<file path="src/rtl/riscv_ppreg_skid_if.sv">
// rtl/riscv_ppreg_skid_if.sv - valid/ready payload bundle between two pipeline stages
interface riscv_ppreg_skid_if #(
    parameter int DATA_W = 64
);
    logic              i_riscv_pps_valid;
    logic              o_riscv_pps_ready;
    logic [DATA_W-1:0] i_riscv_pps_data;
    logic              o_riscv_pps_valid;
    logic              i_riscv_pps_ready;
    logic [DATA_W-1:0] o_riscv_pps_data;

    // Stage-register view: consumes the upstream side, produces the downstream side.
    modport slave (
        input  i_riscv_pps_valid,
        input  i_riscv_pps_data,
        input  i_riscv_pps_ready,
        output o_riscv_pps_ready,
        output o_riscv_pps_valid,
        output o_riscv_pps_data
    );

    modport master (
        output i_riscv_pps_valid,
        output i_riscv_pps_data,
        output i_riscv_pps_ready,
        input  o_riscv_pps_ready,
        input  o_riscv_pps_valid,
        input  o_riscv_pps_data
    );
endinterface

</file>
<file path="src/rtl/riscv_ppreg_skid.sv">
// rtl/riscv_ppreg_skid.sv - elastic two-entry skid pipeline register with saturating stall counter
module riscv_ppreg_skid #(
    parameter int DATA_W = 64,
    parameter int CNT_W  = 16
) (
    input  logic             i_riscv_pps_clk,
    input  logic             i_riscv_pps_rst_n,
    input  logic             i_riscv_pps_flush,
    riscv_ppreg_skid_if.slave pps,
    output logic [1:0]       o_riscv_pps_occ,
    output logic [CNT_W-1:0] o_riscv_pps_stall_cnt
);
    typedef enum logic [1:0] {
        EMPTY = 2'd0,
        BUSY  = 2'd1,
        FULL  = 2'd2
    } state_e;

    state_e            state_q, state_d;
    logic [DATA_W-1:0] main_q, main_d;
    logic [DATA_W-1:0] skid_q, skid_d;
    logic              ready_q, ready_d;
    logic [CNT_W-1:0]  cnt_q, cnt_d;
    logic              main_valid;
    logic              in_xfer;
    logic              out_xfer;

    assign main_valid = (state_q != EMPTY);
    assign in_xfer    = pps.i_riscv_pps_valid & ready_q;
    assign out_xfer   = main_valid & pps.i_riscv_pps_ready;

    always_ff @(posedge i_riscv_pps_clk or negedge i_riscv_pps_rst_n) begin
        if (!i_riscv_pps_rst_n) begin
            state_q <= EMPTY;
            main_q  <= '0;
            skid_q  <= '0;
            ready_q <= 1'b1;
            cnt_q   <= '0;
        end else begin
            state_q <= state_d;
            main_q  <= main_d;
            skid_q  <= skid_d;
            ready_q <= ready_d;
            cnt_q   <= cnt_d;
        end
    end

    always_comb begin
        state_d = state_q;
        main_d  = main_q;
        skid_d  = skid_q;
        ready_d = ready_q;
        cnt_d   = cnt_q;

        if (main_valid && !pps.i_riscv_pps_ready && !i_riscv_pps_flush
            && (cnt_q != {CNT_W{1'b1}})) begin
            cnt_d = cnt_q + 1'b1;
        end

        // Flush zeroes the payload so killed slots look like bubbles downstream.
        if (i_riscv_pps_flush) begin
            state_d = EMPTY;
            main_d  = '0;
            skid_d  = '0;
            ready_d = 1'b1;
        end else begin
            unique case (state_q)
                EMPTY: begin
                    if (in_xfer) begin
                        main_d  = pps.i_riscv_pps_data;
                        state_d = BUSY;
                    end
                end
                BUSY: begin
                    if (in_xfer && out_xfer) begin
                        main_d = pps.i_riscv_pps_data;
                    end else if (in_xfer) begin
                        skid_d  = pps.i_riscv_pps_data;
                        ready_d = 1'b0;
                        state_d = FULL;
                    end else if (out_xfer) begin
                        state_d = EMPTY;
                    end
                end
                FULL: begin
                    if (out_xfer) begin
                        main_d  = skid_q;
                        ready_d = 1'b1;
                        state_d = BUSY;
                    end
                end
                default: begin
                    state_d = EMPTY;
                    ready_d = 1'b1;
                end
            endcase
        end
    end

    assign pps.o_riscv_pps_ready = ready_q;
    assign pps.o_riscv_pps_valid = main_valid;
    assign pps.o_riscv_pps_data  = main_q;
    assign o_riscv_pps_occ       = state_q;
    assign o_riscv_pps_stall_cnt = cnt_q;
endmodule

</file>
<file path="src/flat_wrapper.sv">
// flat-port wrapper written by rule: the top's interface ports become plain ports
module riscv_ppreg_skid_flat 
#(
    parameter int DATA_W = 64,
    parameter int CNT_W  = 16
)
  (i_riscv_pps_clk, i_riscv_pps_rst_n, i_riscv_pps_flush, o_riscv_pps_occ, o_riscv_pps_stall_cnt, pps_i_riscv_pps_valid, pps_i_riscv_pps_data, pps_i_riscv_pps_ready, pps_o_riscv_pps_ready, pps_o_riscv_pps_valid, pps_o_riscv_pps_data);
  riscv_ppreg_skid_if #(.DATA_W(DATA_W)) pps_i ();
  input  logic i_riscv_pps_clk;
  input  logic i_riscv_pps_rst_n;
  input  logic i_riscv_pps_flush;
  output logic [1:0] o_riscv_pps_occ;
  output logic [CNT_W-1:0] o_riscv_pps_stall_cnt;
  input wire logic [$bits(pps_i.i_riscv_pps_valid)-1:0] pps_i_riscv_pps_valid;
  input wire logic [$bits(pps_i.i_riscv_pps_data)-1:0] pps_i_riscv_pps_data;
  input wire logic [$bits(pps_i.i_riscv_pps_ready)-1:0] pps_i_riscv_pps_ready;
  output wire logic [$bits(pps_i.o_riscv_pps_ready)-1:0] pps_o_riscv_pps_ready;
  output wire logic [$bits(pps_i.o_riscv_pps_valid)-1:0] pps_o_riscv_pps_valid;
  output wire logic [$bits(pps_i.o_riscv_pps_data)-1:0] pps_o_riscv_pps_data;
  assign pps_i.i_riscv_pps_valid = pps_i_riscv_pps_valid;
  assign pps_i.i_riscv_pps_data = pps_i_riscv_pps_data;
  assign pps_i.i_riscv_pps_ready = pps_i_riscv_pps_ready;
  assign pps_o_riscv_pps_ready = pps_i.o_riscv_pps_ready;
  assign pps_o_riscv_pps_valid = pps_i.o_riscv_pps_valid;
  assign pps_o_riscv_pps_data = pps_i.o_riscv_pps_data;
  riscv_ppreg_skid #(.DATA_W(DATA_W), .CNT_W(CNT_W)) u_core (.i_riscv_pps_clk(i_riscv_pps_clk), .i_riscv_pps_rst_n(i_riscv_pps_rst_n), .i_riscv_pps_flush(i_riscv_pps_flush), .pps(pps_i), .o_riscv_pps_occ(o_riscv_pps_occ), .o_riscv_pps_stall_cnt(o_riscv_pps_stall_cnt));
endmodule
</file>
<file path="config.mk">
export PLATFORM = sky130hd
export DESIGN_NAME = riscv_ppreg_skid_flat
export DESIGN_NICKNAME = d
export VERILOG_FILES = /design/src/rtl/riscv_ppreg_skid_if.sv /design/src/rtl/riscv_ppreg_skid.sv /design/src/flat_wrapper.sv
export SDC_FILE = /design/constraint.sdc
export NUM_CORES = 1
export LEC_CHECK = 0
export ABC_AREA = 1
export CAP_MARGIN = 20
export CORE_UTILIZATION = 51
export DETAILED_ROUTE_END_ITERATION = 7
export HOLD_SLACK_MARGIN = 0.02
export PLACE_DENSITY = 0.87
export SLEW_MARGIN = 40
export SYNTH_ARGS = -nofsm -noshare
export SYNTH_HDL_FRONTEND = slang
export SYNTH_SLANG_ARGS = --single-unit
</file>
<file path="constraint.sdc">
create_clock -name i_riscv_pps_clk -period 2.18 [get_ports i_riscv_pps_clk]
set_input_delay 0.436 -clock i_riscv_pps_clk [delete_from_list [all_inputs] [get_ports i_riscv_pps_clk]]
set_output_delay 0.436 -clock i_riscv_pps_clk [all_outputs]
set_load 0.02 [all_outputs]
</file>
==> results.json, run 1 <==
{
  "status": "completed",
  "hold_path_class": "flop to flop",
  "fp.coreArea_um2": 13350,
  "reg2reg_to": "u_core.skid_q[46]",
  "routedWlPerCell_um": 14.95,
  "synth_cell_type_count": 29,
  "syn_area_per_cell_um2": 8.428,
  "cp_cell_sequence": "inv_1, ha_1, inv_1, dlygate4sd2_1",
  "die_h_um": 119.3,
  "grt_max_degree": 119,
  "critPathSlowestCell": "dfrtp_1",
  "ys_seq_elements": 147,
  "drv_cap": 0,
  "pwr-share-comb_pct": 40.3,
  "final_area_um2": 9323,
  "pre_cts_ws_ps": 47.09,
  "utilization_pct": 69.84,
  "cts.reportedPaths.clkPinSlew_ps": 60,
  "holdWs_ps": 486.5,
  "fin_crit_sh_pct": 95.74,
  "nets": 1040,
  "synthesis.area_um2": 7020,
  "stdcell_count": 1154,
  "drt_first_pass_iters": 5,
  "place_area_um2": 8671,
  "arrival_ps": 1650,
  "synth-compound-area-share_pct": 16.59,
  "irDropWorstVdd_mv": 0.7413,
  "dieArea_um2": 14240,
  "antenna_left": 0,
  "synth_top_area_share_pct": 52.04,
  "drive_gt1_share_pct": 5.930,
  "port_buffers": 152,
  "io_pins": 153,
  "cp_top_family": "buffers and inverters",
  "crit_type": "flop to output port",
  "tns_ps": 0,
  "cp_max_fo": 5,
  "rows": 42,
  "synth-edff-count": 0,
  "final_hold_viol_count": 0,
  "clockBufferDepth": 2,
  "crit_buf_inv": 3,
  "slew_violations": 0,
  "critPathRequiredTime_ps": 1740,
  "grt-ovfl-total": 0,
  "cp-start-kind": "flop",
  "r2r_start": "u_core.o_riscv_pps_occ[0]",
  "worstHoldStart": "u_core.pps.o_riscv_pps_data[26]",
  "p_seq_share_pct": 34.5,
  "synthMuxAreaShare_pct": 0,
  "ys.flop_type": "dfrtp_1",
  "rsz0062_at_grt": "no",
  "area_delta_synth_final_pct": 32.79,
  "end_kind": "output port",
  "hold_end": "u_core.pps.o_riscv_pps_data[26]",
  "p_int_mw": 7.618,
  "dp_cells": 1120,
  "dieWidth_um": 119.3,
  "synth_warnings": 0,
  "grt_usage_pct": 24.16,
  "antenna_found_initial": 0,
  "yosysSeqAreaShare_pct": 52.41,
  "p_per_area_nw_per_um2": 1290,
  "place.gp.congestion": 0.8733,
  "worstSkewPairLatency_ps": 410,
  "ff2ff_path_depth": 9,
  "setup.worst_path.start": "u_core.o_riscv_pps_occ[0]",
  "rrSetupSlack_ps": 200,
  "finalCriticalPeriod_ps": 2087,
  "diodes": 0,
  "synthTopCellsByCount": "nand2_1, dfrtp_1, inv_1",
  "synthCells": 833,
  "p_switching_mw": 4.405,
  "hold_depth": 2,
  "finalSetupViolCount": 0,
  "clkPwrFrac_pct": 25.2,
  "swShare_pct": 36.64,
  "fmax_ghz": 0.4791,
  "initial_core_util_pct": 52.60,
  "synth_top_family_by_area": "simple AND/OR/NAND/NOR gates",
  "synthAdderAreaFrac_pct": 1.069,
  "cts_setup_buffers": 0,
  "layout_setup_ws_ps": 92.77,
  "clock-root-buffer": "clkbuf_16",
  "cts_sinks": 147,
  "synthXorXnorAreaFrac_pct": 0.6238,
  "synth-simple-area-share_pct": 19.78,
  "viasPerCell": 5.484,
  "drt_iter0_markers": 596,
  "routed_wl_um": 17260,
  "cts_tree": "done",
  "synthMostInstantiatedCell": "nand2_1",
  "finalClockSkew_ps": 7.037,
  "power.leakage_nw": 3.951,
  "syn_nets": 908,
  "grt_pass1_vias": 5607,
  "yosysTopAreaCell": "dfrtp_1",
  "grt_first_pass_wirelength_um": 27240,
  "htreeDepth": 4,
  "worst_pin_slew_ps": 629.6,
  "slew_headroom_pct": 58.03,
  "vias": 6329,
  "drc": 0,
  "synthArstFlopShare_pct": 100.0,
  "synth.area.top_cells": "dfrtp_1, nand2_1, o211ai_1",
  "cts_buffers": 17,
  "dp_hpwl_um": 10820,
  "crit_top_cell": "inv_1",
  "cpPeakStageDelay_ps": 420,
  "p_total_mw": 12.02
}
==> registers in the layout, summed over array words and instances (netlist names) <==
name / flops
u_core.pps.o_riscv_pps_data: 64
u_core.skid_q: 64
u_core.o_riscv_pps_stall_cnt: 16
u_core.o_riscv_pps_occ: 2
u_core.pps.o_riscv_pps_ready: 1
==> cells in the final DEF (no fill, tap or decap), drive strengths merged, types with 15 or more instances in the layout <==
cell type        n
o211ai          59
o21ai          135
nand3           75
buf             15
inv             88
clkdlybuf4s50  150
clkbuf          23
nand2          221
dfrtp          146
nor2            28
==> metal layers <==
| layer | share of wire (%) | track usage (%) | vias to the layer above | routed length (um) |
|---|---|---|---|---|
| li1 | - | - | 3035 | - |
| met1 | 42 | 30.84 | 3013 | 7229 |
| met2 | 50 | 39.57 | 248 | 8713 |
| met3 | 5.2 | 5.556 | 33 | 897 |
| met4 | 2.4 | 10.08 | 0 | 416 |
| met5 | 0 | 0 | - | 0 |
==> worst max-delay path by stage <==
stage | slack (ps) | to | cells after the start
floorplan | 360 | u_core.pps.o_riscv_pps_data[57] | 12
global placement | 120 | u_core.pps.o_riscv_pps_data[61] | 10
detailed placement | 50 | u_core.pps.o_riscv_pps_data[12] | 10
CTS | 70 | pps_o_riscv_pps_valid | 4
global route | 10 | pps_o_riscv_pps_valid | 4
finish | 90 | pps_o_riscv_pps_valid | 4
==> what timing repair did <==
action | CTS | global route
hold endpoints to repair | 37 | 0
gates resized for setup | 1 | 1
endpoints found under the setup margin | 1 | 2
hold buffers | 1 | 0
pin swaps | 0 | 0
cloned | 0 | 1
==> area by class of cell <==
cell class,count,area [um^2]
clock buffer,22,454.2
clock inverter,10,156.4
fill,1020,4025
inverter,88,332.8
multi-input combinational,543,2698
sequential,147,3680
tap,176,220.2
timing repair buffer,168,1782
==> power by group through the flow <==
stage | clock, mW | sequential, mW | combinational, mW
after global routing | 3.20 | 4.23 | 5.19
after detailed placement | 0 | 4.17 | 4.79
after CTS | 3.08 | 4.15 | 4.83
final | 3.03 | 4.15 | 4.84
after global placement | 0 | 4.15 | 4.66
after floorplan | 0 | 4.94 | 1.90
==> cells by family (layout without fill, tap and decap cells) <==
group,Yosys count,after routing
AND/OR/NAND/NOR,331,331
AO/OA/AOI/OAI,201,201
flip-flops,147,147
buffers and inverters,143,288
adder cells (fa/ha/maj),6,6
XOR/XNOR,5,5
==> worst reg2reg max path: stages, from the launching register on <==
cell     delay [ps]
dfrtp_1         430
inv_1           190
ha_1            250
inv_1            60
nand2_1         130
nand3_2         190
nand2_4         190
buf_16          200
nand3_1         130
o21ai_0         120
(Power assumes the default switching activity.)
==> inputs of run 2 (changes only) <==
- CORE_UTILIZATION: 51 -> 46
- PLACE_DENSITY: 0.87 -> 0.83
- clock period: 2.18 -> 1.7 ns (I/O delays scaled with it)
==> run 2 against run 1 <==
Against the previous run:
- the flow now finishes with violations (DRC, setup timing)
- utilization down 2.0 points
- clock-buffer cell count down 1
- hold slack worse by 71 ps
- power up 35%
- critical path depth up 6
- sequential share of layout area down 2.5 points
- flip-flop and latch count unchanged
- sequential power up 27%
- critical path type is now flop to flop
- largest cell class unchanged
==> results.json, run 2 (synthesized netlist as in run 1, its figures left out) <==
{
  "cts_tree": "done",
  "fp.coreArea_um2": 14700,
  "cts_sinks": 147,
  "p_seq_share_pct": 32.5,
  "crit_type": "flop to flop",
  "finalSetupViolCount": 51,
  "diodes": 0,
  "cts_buffers": 17,
  "worstSkewPairLatency_ps": 420,
  "drive_gt1_share_pct": 13.67,
  "p_per_area_nw_per_um2": 1628,
  "dieArea_um2": 15760,
  "fill_cells": 1138,
  "routed_wl_um": 19420,
  "final_hold_viol_count": 0,
  "io_pins": 153,
  "final_common_cell": "nand2_1",
  "holdWs_ps": 415.3,
  "grt_max_degree": 119,
  "arrival_ps": 2090,
  "cp_max_fo": 12,
  "port_buffers": 152,
  "initial_core_util_pct": 47.76,
  "pwr-share-comb_pct": 45.9,
  "crit_top_cell": "buf_12",
  "slew_headroom_pct": 61.66,
  "cpPeakStageDelay_ps": 390,
  "cp_cell_sequence": "inv_4, ha_2, buf_4, nor3_2, a21oi_4, nand2_4, buf_12, buf_12, nand2_1, o21ai_1",
  "finalCriticalPeriod_ps": 1750,
  "grt_pass1_vias": 6149,
  "end_kind": "flop",
  "r2r_start": "u_core.o_riscv_pps_occ[0]",
  "clockBufferDepth": 2,
  "vias": 6473,
  "fmax_ghz": 0.5714,
  "dp_hpwl_um": 10880,
  "seq_area_um2": 3684,
  "rsz0062_at_grt": "yes",
  "drv_cap": 0,
  "status": "finished with violations",
  "antenna_found_initial": 0,
  "cp-start-kind": "flop",
  "slew_violations": 0,
  "violations": "DRC, setup timing",
  "grt-ovfl-total": 0,
  "most-common-layout-cells": "nand2_1, dfrtp_1, dlygate4sd2_1",
  "finalClockSkew_ps": 5.383,
  "drc": 9,
  "hold_path_class": "primary input to async pin",
  "p_switching_mw": 6.281,
  "critPathRequiredTime_ps": 2040,
  "utilization_pct": 67.86,
  "dieWidth_um": 125.5,
  "cts.reportedPaths.clkPinSlew_ps": 60,
  "setup.worst_path.start": "u_core.o_riscv_pps_occ[0]",
  "tns_ps": -886.2,
  "critPathSlowestCell": "dfrtp_2",
  "drt_iter0_markers": 403,
  "rows": 44,
  "p_total_mw": 16.24,
  "antenna_left": 0,
  "cp_top_family": "buffers and inverters",
  "multi_input_area_um2": 2818,
  "worst_pin_slew_ps": 575.1,
  "grt_first_pass_wirelength_um": 30600,
  "nets": 1088,
  "routedWlPerCell_um": 16.07,
  "crit_buf_inv": 4,
  "clkPwrFrac_pct": 21.6,
  "drt_first_pass_iters": 8,
  "clock-root-buffer": "clkbuf_16",
  "htreeDepth": 4,
  "swShare_pct": 38.67,
  "layout_setup_ws_ps": -50.09,
  "irDropWorstVdd_mv": 0.7925,
  "place.gp.congestion": 0.8429,
  "die_h_um": 125.5,
  "p_int_mw": 9.961,
  "viasPerCell": 5.358,
  "area_delta_synth_final_pct": 42.08,
  "fin_crit_sh_pct": 102.9,
  "grt_usage_pct": 24.67,
  "power.leakage_nw": 4.562
}
[run 2: changes by cell type in the layout (fill, tap and decap cells not counted), sizes merged]
cell / delta
clkdlybuf4s50: -83
bufinv: -3
clkbuf: +3
nand2: +1
clkinv: -2
dlygate4sd2: +82
buf: +44
clkinvlp: +4
[run 2: worst register-to-register path: stages (launching register included)]
cell and delay (ps):
dfrtp_2 390, inv_4 50, ha_2 190, buf_4 140, nor3_2 270, a21oi_4 70
nand2_4 100, buf_12 170, buf_12 150, nand2_1 70, o21ai_1 80
[run 2: worst paths after layout]
kind,to,slack [ps],cells after the start
min in group i_riscv_pps_clk,u_core.pps.o_riscv_pps_data[55],480,2
worst max-delay path,u_core.pps.o_riscv_pps_data[24],-50,10
worst max register to register,u_core.pps.o_riscv_pps_data[24],-50,10
worst min register to register,u_core.pps.o_riscv_pps_data[55],480,2
max in group asynchronous,u_core.skid_q[29],730,3
worst min-delay path,u_core.pps.o_riscv_pps_data[12],420,2
[run 2: timing repair]
item                       in CTS  in global routing
buffers inserted               11                  2
hold endpoints to repair       35                  0
pin swaps                       2                  3
gates cloned                    9                  7
setup endpoints to repair     110                131
hold buffers                    1                  0
resized for setup             119                 50
[run 2: power groups by stage]
stage | Combinational [mW] | Clock (mW) | Sequential, mW
finish | 7.45 | 3.51 | 5.28
global route | 7.97 | 3.72 | 5.42
CTS | 6.84 | 3.56 | 5.25
detailed placement | 6.26 | 0 | 5.33
global placement | 6.14 | 0 | 5.32
floorplan | 2.44 | 0 | 6.34
[run 2: layer usage]
metal / up-vias / track usage (%) / share of wire (%)
met5: - / 0 / 0
li1: 3141 / - / -
met4: 0 / 11.19 / 2.8
met1: 3095 / 31.56 / 43
met3: 47 / 5.135 / 4.3
met2: 190 / 40.33 / 50
[run 2: final cells by class]
| class | instances | share of cell area, % |
|---|---|---|
| Multi-Input combinational cell | 544 | 28.25 |
| Clock buffer | 21 | 4.717 |
| Inverter | 88 | 3.437 |
| Clock inverter | 9 | 0.8279 |
| Sequential cell | 147 | 36.93 |
| Tap cell | 184 | 2.308 |
| Timing Repair Buffer | 215 | 23.53 |
[run 2: stage by stage]
stage / setup WS [ps] / std cells / area, um^2
6_report: -50.09 / 1208 / 9975
5_1_grt: -135.6 / 1208 / 9975
4_1_cts: -17.15 / 1201 / 9764
3_5_place_dp: -213.8 / 1151 / 8881
3_3_place_gp: -154.6 / 1151 / 8881
2_1_floorplan: 7.825 / 833 / 7023
==> inputs of run 3 (changes only) <==
- CAP_MARGIN: 20 -> default
- PLACE_DENSITY: 0.83 -> 0.76
==> run 3 against run 2 <==
Against the previous run:
- the run still ends with DRC, setup timing left
- first-iteration DRC count grew 19%
- clock skew grew 2.2 ps
- critical path type unchanged
- critical endpoint is now u_core.pps.o_riscv_pps_data[2]
- routed wire length grew 3.1%
- global-route usage shrank 1.9 points
- utilization grew 1.5 points
- largest cell class unchanged
- final cell count grew 0.83%
- largest power group unchanged
==> results.json, run 3 (synthesized netlist as in run 1, its figures left out) <==
{
  "violations": "DRC, setup timing",
  "cts_buffers": 17,
  "pre_cts_ws_ps": -196.0,
  "tns_ps": -2620,
  "status": "finished with violations",
  "critPathSlowestCell": "dfrtp_2",
  "grt-ovfl-total": 0,
  "cp_max_fo": 5,
  "clockBufferDepth": 2,
  "htreeDepth": 4,
  "crit_type": "flop to flop",
  "dieArea_um2": 15760,
  "crit_top_cell": "inv_2",
  "vias": 6484,
  "place.gp.congestion": 0.8718,
  "slew_violations": 0,
  "routed_wl_um": 20020,
  "dieWidth_um": 125.5,
  "end_kind": "flop",
  "drt_first_pass_iters": 7,
  "nets": 1096,
  "grt_usage_pct": 22.80,
  "grt_pass1_vias": 5814,
  "finalClockSkew_ps": 7.599,
  "viasPerCell": 5.323,
  "grt_first_pass_wirelength_um": 28570,
  "cpPeakStageDelay_ps": 410,
  "rsz0062_at_grt": "yes",
  "power.leakage_nw": 4.676,
  "layout_setup_ws_ps": -86.40,
  "most-common-layout-cells": "nand2_1, dfrtp_1, dlygate4sd2_1",
  "antenna_left": 0,
  "slew_headroom_pct": 67.57,
  "fin_crit_sh_pct": 105.1,
  "finalSetupViolCount": 61,
  "io_pins": 153,
  "antenna_found_initial": 0,
  "drive_gt1_share_pct": 14.60,
  "fmax_ghz": 0.5598,
  "finalCriticalPeriod_ps": 1786,
  "clock-root-buffer": "clkbuf_16",
  "final_hold_viol_count": 0,
  "drc": 8,
  "cp_cell_sequence": "inv_4, ha_4, inv_2, nand2_4, inv_2, nand2_2, a21oi_4, buf_8, nand2_8, clkbuf_16, nand2_1, o21ai_1",
  "worstSkewPairLatency_ps": 420,
  "area_delta_synth_final_pct": 45.30,
  "dp_hpwl_um": 10850,
  "initial_core_util_pct": 47.76,
  "cts_tree": "done",
  "drv_cap": 0,
  "port_buffers": 152,
  "hold_path_class": "primary input to async pin",
  "drt_iter0_markers": 480,
  "routedWlPerCell_um": 16.44,
  "critPathRequiredTime_ps": 2000,
  "fp.coreArea_um2": 14700,
  "holdWs_ps": 336.9,
  "cts_sinks": 147,
  "rows": 44,
  "stdcell_count": 1218,
  "grt_max_degree": 119,
  "worst_pin_slew_ps": 486.5,
  "irDropWorstVdd_mv": 0.9523,
  "die_h_um": 125.5,
  "p_per_area_nw_per_um2": 1663,
  "dp_cells": 1150,
  "fill_cells": 1119,
  "p_total_mw": 16.96,
  "cp-start-kind": "flop",
  "arrival_ps": 2090,
  "diodes": 0,
  "final_common_cell": "nand2_1",
  "cts.reportedPaths.clkPinSlew_ps": 60
}
run 3: metrics by stage:
stage          utilization, %  area [um^2]
2_1_floorplan               -         7023
3_3_place_gp            60.54         8899
3_5_place_dp            60.54         8899
4_1_cts                 64.99         9553
5_1_grt                 69.40        10200
6_report                69.40        10200
run 3: layout make-up:
| cell class | instances | area, um^2 | share of cell area (%) |
|---|---|---|---|
| timing repair buffer | 220 | 2434 | 23.86 |
| inverter | 88 | 352.8 | 3.459 |
| clock buffer | 19 | 442.9 | 4.342 |
| tap | 184 | 230.2 | 2.257 |
| sequential | 147 | 3682 | 36.10 |
| clock inverter | 13 | 158.9 | 1.558 |
| multi-input combinational | 547 | 2900 | 28.43 |
run 3: layer usage:
layer	track usage, %	up-vias	wire [um]
li1	-	3156	-
met1	29.63	3089	8668
met2	37.19	201	9987
met3	4.279	38	852
met4	10.11	0	515
met5	0	-	0
run 3: worst paths after layout:
kind / slack, ps / from / depth (start not counted) / end
worst max-delay path: -90 / u_core.o_riscv_pps_occ[0] / 12 / u_core.pps.o_riscv_pps_data[2]
worst min-delay path: 340 / i_riscv_pps_rst_n / 2 / u_core.pps.o_riscv_pps_data[13]
worst max register to register: -90 / u_core.o_riscv_pps_occ[0] / 12 / u_core.pps.o_riscv_pps_data[2]
worst min register to register: 480 / u_core.pps.o_riscv_pps_data[18] / 2 / u_core.pps.o_riscv_pps_data[18]
max in group asynchronous: 780 / i_riscv_pps_rst_n / 3 / u_core.pps.o_riscv_pps_data[40]
min in group i_riscv_pps_clk: 480 / u_core.pps.o_riscv_pps_data[18] / 2 / u_core.pps.o_riscv_pps_data[18]
run 3: report_power, final:
group	leakage (nW)	switching (mW)	internal, mW	total, mW
Combinational	2.47	4.40	3.46	7.86
Sequential	1.91	0.636	4.61	5.25
Clock	0.289	1.51	2.35	3.85
run 3: critical path: cells and delay by family (launching register included):
kind                     cells  cell delay [ps]
AND/OR/NAND/NOR              4              310
adder cells (fa/ha/maj)      1              160
AO/OA/AOI/OAI                2              240
flip-flops                   1              410
buffers and inverters        5              550
run 3: timing repair:
action | in CTS | in global routing
buffers inserted | 3 | 8
endpoints found under the hold margin | 18 | 0
gates resized for setup | 107 | 42
cloned | 2 | 24
pin swaps | 2 | 9
endpoints found under the setup margin | 131 | 119
hold buffers | 1 | 0
